--- src/rtl/bcd_10_2_pkg.sv ---
// Shared types and helpers for the packed-BCD to binary converter.
package bcd_pkg;

    typedef logic [3:0] bcd_digit_t;

    localparam bcd_digit_t BCD_MAX = 4'd9;

    typedef enum logic [1:0] {
        IDLE = 2'd0,
        RUN  = 2'd1,
        DONE = 2'd2
    } state_t;

    // Smallest width able to hold 10^digits - 1, i.e. ceil(log2(10^digits)).
    function automatic int bin_width(input int digits);
        longint unsigned p;
        int              w;
        p = 64'd1;
        for (int i = 0; i < digits; i++) begin
            p = p * 64'd10;
        end
        w = 0;
        while ((64'd1 << w) < p) begin
            w++;
        end
        return w;
    endfunction

endpackage

--- src/rtl/bcd_10_2_mac10.sv ---
// Combinational multiply-by-ten-and-add step: accOut = accIn*10 + digit,
// built from two shifted copies of the accumulator, wrapping at BIN_W bits.
module bcd_mac10
    import bcd_pkg::*;
#(
    parameter int BIN_W = 14
) (
    input  logic [BIN_W-1:0] accIn,
    input  bcd_digit_t       digit,
    output logic [BIN_W-1:0] accOut
);

    // acc*8 + acc*2 + digit; raw nibble values A-F are weighted as-is.
    assign accOut = (accIn << 3) + (accIn << 1) + BIN_W'(digit);

endmodule

--- src/rtl/bcd_10_2.sv ---
// Digit-serial packed-BCD to binary converter. A word is captured on start,
// then one digit (most significant first) is folded into the accumulator per
// clock. The result and an invalid-digit flag are registered on completion
// and accompanied by a one-cycle done pulse.
module bcd_10_2
    import bcd_pkg::*;
#(
    parameter int DIGITS = 4,
    parameter int BIN_W  = 14
) (
    input  logic                  clk,
    input  logic                  rst,
    input  logic                  start,
    input  logic [4*DIGITS-1:0]   bcdIn,
    output logic                  busy,
    output logic                  done,
    output logic [BIN_W-1:0]      binOut,
    output logic                  err
);

    localparam int SR_W  = 4 * DIGITS;
    localparam int CNT_W = (DIGITS > 1) ? $clog2(DIGITS) : 1;
    localparam logic [CNT_W-1:0] LAST_CNT = CNT_W'(DIGITS - 1);

    if (BIN_W < bin_width(DIGITS)) begin : g_bin_w_check
        $error("bcd_10_2: BIN_W too small to hold 10^DIGITS - 1");
    end

    state_t            state_q,  state_d;
    logic [BIN_W-1:0]  acc_q,    acc_d;
    logic [CNT_W-1:0]  cnt_q,    cnt_d;
    logic [SR_W-1:0]   sr_q,     sr_d;
    logic [BIN_W-1:0]  bin_q,    bin_d;
    logic              err_q,    err_d;
    logic              errp_q,   errp_d;

    logic [BIN_W-1:0]  mac_out;
    logic              in_invalid;

    // True when any nibble of the word is outside 0..9.
    function automatic logic has_invalid(input logic [SR_W-1:0] w);
        logic r;
        r = 1'b0;
        for (int i = 0; i < DIGITS; i++) begin
            if (w[4*i +: 4] > BCD_MAX) begin
                r = 1'b1;
            end
        end
        return r;
    endfunction

    assign in_invalid = has_invalid(bcdIn);

    bcd_mac10 #(
        .BIN_W (BIN_W)
    ) u_mac (
        .accIn  (acc_q),
        .digit  (sr_q[SR_W-1 -: 4]),
        .accOut (mac_out)
    );

    // Next-state logic: capture on start (IDLE or DONE), fold one digit per RUN cycle.
    always_comb begin
        state_d = state_q;
        acc_d   = acc_q;
        cnt_d   = cnt_q;
        sr_d    = sr_q;
        bin_d   = bin_q;
        err_d   = err_q;
        errp_d  = errp_q;
        unique case (state_q)
            IDLE, DONE: begin
                state_d = IDLE;
                if (start) begin
                    sr_d    = bcdIn;
                    acc_d   = '0;
                    cnt_d   = '0;
                    errp_d  = in_invalid;
                    state_d = RUN;
                end
            end
            RUN: begin
                acc_d = mac_out;
                sr_d  = sr_q << 4;
                cnt_d = cnt_q + 1'b1;
                if (cnt_q == LAST_CNT) begin
                    bin_d   = mac_out;
                    err_d   = errp_q;
                    state_d = DONE;
                end
            end
            default: state_d = IDLE;
        endcase
    end

    // State and datapath registers; reset clears everything including the result.
    always_ff @(posedge clk or negedge rst) begin
        if (!rst) begin
            state_q <= IDLE;
            acc_q   <= '0;
            cnt_q   <= '0;
            sr_q    <= '0;
            bin_q   <= '0;
            err_q   <= 1'b0;
            errp_q  <= 1'b0;
        end else begin
            state_q <= state_d;
            acc_q   <= acc_d;
            cnt_q   <= cnt_d;
            sr_q    <= sr_d;
            bin_q   <= bin_d;
            err_q   <= err_d;
            errp_q  <= errp_d;
        end
    end

    assign busy   = (state_q == RUN);
    assign done   = (state_q == DONE);
    assign binOut = bin_q;
    assign err    = err_q;

endmodule

--- config.mk ---
export PLATFORM = sky130hd
export DESIGN_NAME = bcd_10_2
export DESIGN_NICKNAME = d
export VERILOG_FILES = /design/src/rtl/bcd_10_2_pkg.sv /design/src/rtl/bcd_10_2_mac10.sv /design/src/rtl/bcd_10_2.sv
export SDC_FILE = /design/constraint.sdc
export NUM_CORES = 1
export LEC_CHECK = 0
export ABC_AREA = 1
export BUFFER_PORTS_ARGS = -buffer_cell sky130_fd_sc_hd__buf_2
export CAP_MARGIN = 30
export CORE_MARGIN = 5
export CORE_UTILIZATION = 45
export DETAILED_ROUTE_END_ITERATION = 12
export GPL_TIMING_DRIVEN = 0
export PLACE_DENSITY_LB_ADDON = 0.08
export REMOVE_ABC_BUFFERS = 1
export SLEW_MARGIN = 10
export SYNTH_ARGS = -nofsm -noshare
export SYNTH_HDL_FRONTEND = slang
export SYNTH_SLANG_ARGS = --single-unit
--- constraint.sdc ---
create_clock -name clk -period 5.4 [get_ports clk]
set_clock_uncertainty 0.1 [all_clocks]
set_input_delay 0.54 -clock clk [delete_from_list [all_inputs] [get_ports clk]]
set_output_delay 0.54 -clock clk [all_outputs]
set_load 0.02 [all_outputs]
==> metrics.md <==
| Metric | Value |
|---|---|
| Top-area cell type share of the netlist area | 43.3% |
| Overall Global Routing Usage | 17.2% |
| Routed Antenna Nets | 0 |
| Register area share after synthesis | 43.3% |
| Dpl cells | 443 |
| Place WS | 3.09 ns |
| Max_cap viols | 0 |
| Largest area contributor in the netlist | dfrtp_1 |
| Hold WC Path Type | input pin to async pin |
| Post-synthesis compound-gate area fraction | 11.6% |
| GRT overflow | 0 |
| RSZ-0062 raised after global routing | no |
| Buffers added on ports | 35 |
| Total core area | 6240 sq um |
| FP Rows | 29 |
| Setup bufs post-CTS | 0 |
| Post-route minimum period | 2.30 ns |
| Synthesized cell area | 2830 sq um |
| Fmax | 434 MHz |
| Proportion of synthesized area in mux cells | 0% |
| FF-to-FF setup slack | 3.10 ns |
| I/O Pins | 36 |
| XOR/XNOR Fraction of Synth Area | 1.81% |
| GPL Wtd Cong | 0.868 |
| Clk buf depth | 2 |
| Cts repair resizes | 0 |
| Reg2reg end | binOut[8]$_DFFE_PN0P_ |
| Post-DR vias/cell | 5.07 |
| Worst-skew pair later-pin latency | 0.30 ns |
| Syn avg cell area | 8.38 sq um |
| WP buf/inv | 1 |
| Synth Warn # | 0 |
| Area delta synth->final | 11.8% |
| Synth Instances | 338 |
| Worst path cell trace | inv_1 > fa_1 > fa_1 > o21bai_2 > nand2_1 > nand2_1 > nand2_1 > nand3_1 > nand2_1 |
| Final Slew Violations | 0 |
| Max incr delay on CP | 0.53 ns |
| Critical path arrival | 2.40 ns |
| Measured slew at the worst slew-check pin | 0.426 ns |
| Post-Layout Cell Count | 450 |
| # DRC | 0 |
| Critical path startpoint | acc_q[2]$_DFFE_PN0P_ |
| Die Ht | 89.4 um |
| CTS HTree Levels | 2 |
| Worst setup path class | flop to flop |
| First-pass GRT wire length | 10700 um |
| Final Setup Violations | 0 |
| Endpoints failing hold | 0 |
| Post-DP HPWL | 4490 um |
| Clock transition at the registers of the reported paths | 0.09 ns |
| Synth unique cells | 32 |
| Number of DRC markers in iteration 0 | 96 |
| # clock sinks | 49 |
| CTS tree | built |
| Top post-synthesis cells by area | dfrtp_1, nand2_1, ha_1 |
| Setup_tns | 0 ns |
| Synth Area in Adders | 11.6% |
| Startpoint types | flop |
| Crit. End Element | flop |
| Cell family with most CP delay | adder cells |
| Synth Area in Simple Gates | 23.8% |
| Largest family of logic cells by synthesized area | simple AND/OR/NAND/NOR gates |
| Clock root buffer | clkbuf_8 |
| Levels on crit path | 9 |
| Final core utilization | 50.8% |
| Largest net degree at the start of global routing | 34 |
| Initial antenna violation count | 0 |
| Slowest stage cell, crit path | fa_1 |
| Via Count | 2282 |
| CP required | 5.50 ns |
| Nets | 417 |
| Die span in x | 89.4 um |
| Initial core utilization | 45.4% |
| Die Area | 7990 sq um |
| Final wirelength | 6070 um |
| Reg2reg start | acc_q[2]$_DFFE_PN0P_ |
| Synth Register Bits | 49 |
| Min setup slack post-route | 3.10 ns |
| Ant diodes | 0 |
| Final Cycle Share | 42.7% |
| R2r worst-path depth | 9 |
| CTS hold repair buffers | 0 |
| CTS Buf Count | 5 |
| Layout cells sized above 1 | 16.6% |
| Vias in the first global route | 2278 |
| Crit path max fanout | 3 |
| Status | finished, final reports clean |
| Drt wl/cell | 13.5 um |
| Drt pass-1 iters | 4 |
| Most used cell, CP | nand2_1 |
| Max-slew headroom | 71.6% |
flip-flops by register name (all words and copies together), names as in the netlist:
signal,flops
sr_q,16
state_q,2
cnt_q,2
acc_q,13
err,1
errp_q,1
binOut,14
worst register-to-register path, stage by stage, from the launching register on:
cell	delay (ns)
dfrtp_1	0.39
inv_1	0.10
fa_1	0.48
fa_1	0.53
o21bai_2	0.23
nand2_1	0.10
nand2_1	0.07
nand2_1	0.06
nand3_1	0.08
nand2_1	0.05
cell type report:
class,instances,area (sq um)
fill,626,3070
multi-input combinational,239,1380
sequential,49,1230
timing repair buffer,36,195
inverter,42,165
tap,77,96.3
clock buffer,5,68.8
clock inverter,2,35.0
through the flow:
step                      hold WS [ns]  cell area (sq um)
after floorplan                  0.144               2770
after global placement           0.359               3050
after detailed placement         0.362               3070
after CTS                       0.0748               3170
after global routing            0.0913               3170
final                           0.0651               3170
cell families (layout without fill, tap and decap cells):
logic type,count (synthesis),count (layout)
buffers and inverters,50,85
AO/OA/AOI/OAI,53,53
flip-flops,49,49
XOR/XNOR,5,5
AND/OR/NAND/NOR,156,156
adder cells (fa/ha/maj),25,25
synth_stat cells (all sizes together):
library cell    n
o21bai          1
nor3            3
inv            42
a22o            1
nor2           21
ha             23
o21ai          36
nand3          18
buf             8
nand2         107
a21oi           6
nand4           4
nand3b          3
a32o            3
o22ai           3
dfrtp          49
fa              2
a221oi          3
xor2            3
xnor2           2
routing by layer:
layer	up-vias	share of wire [%]	GRT usage, %
li1	1171	-	-
met1	1072	48	22.1
met3	5	3.4	3.23
met5	-	0	0
met4	0	0.79	4.47
met2	34	48	29.9
placed cells by master (no fill, tap or decap), drive strengths merged, types with 4 or more instances in the layout:
cell type / netlist / routed
buf: 8 / 36
clkbuf: 0 / 5
nand2: 107 / 107
nand3: 18 / 18
nor2: 21 / 21
o21ai: 36 / 36
ha: 23 / 23
a21oi: 6 / 6
nand4: 4 / 4
inv: 42 / 42
dfrtp: 49 / 49
how the worst max path moves through the flow:
stage / to
floorplan: acc_q[8]$_DFFE_PN0P_
global placement: binOut[8]$_DFFE_PN0P_
detailed placement: binOut[8]$_DFFE_PN0P_
CTS: binOut[8]$_DFFE_PN0P_
global route: binOut[8]$_DFFE_PN0P_
finish: binOut[8]$_DFFE_PN0P_
Power is left out: the tool's default activity adds up to more than one toggle a clock period on the data nets, which glitch-free logic cannot reach.
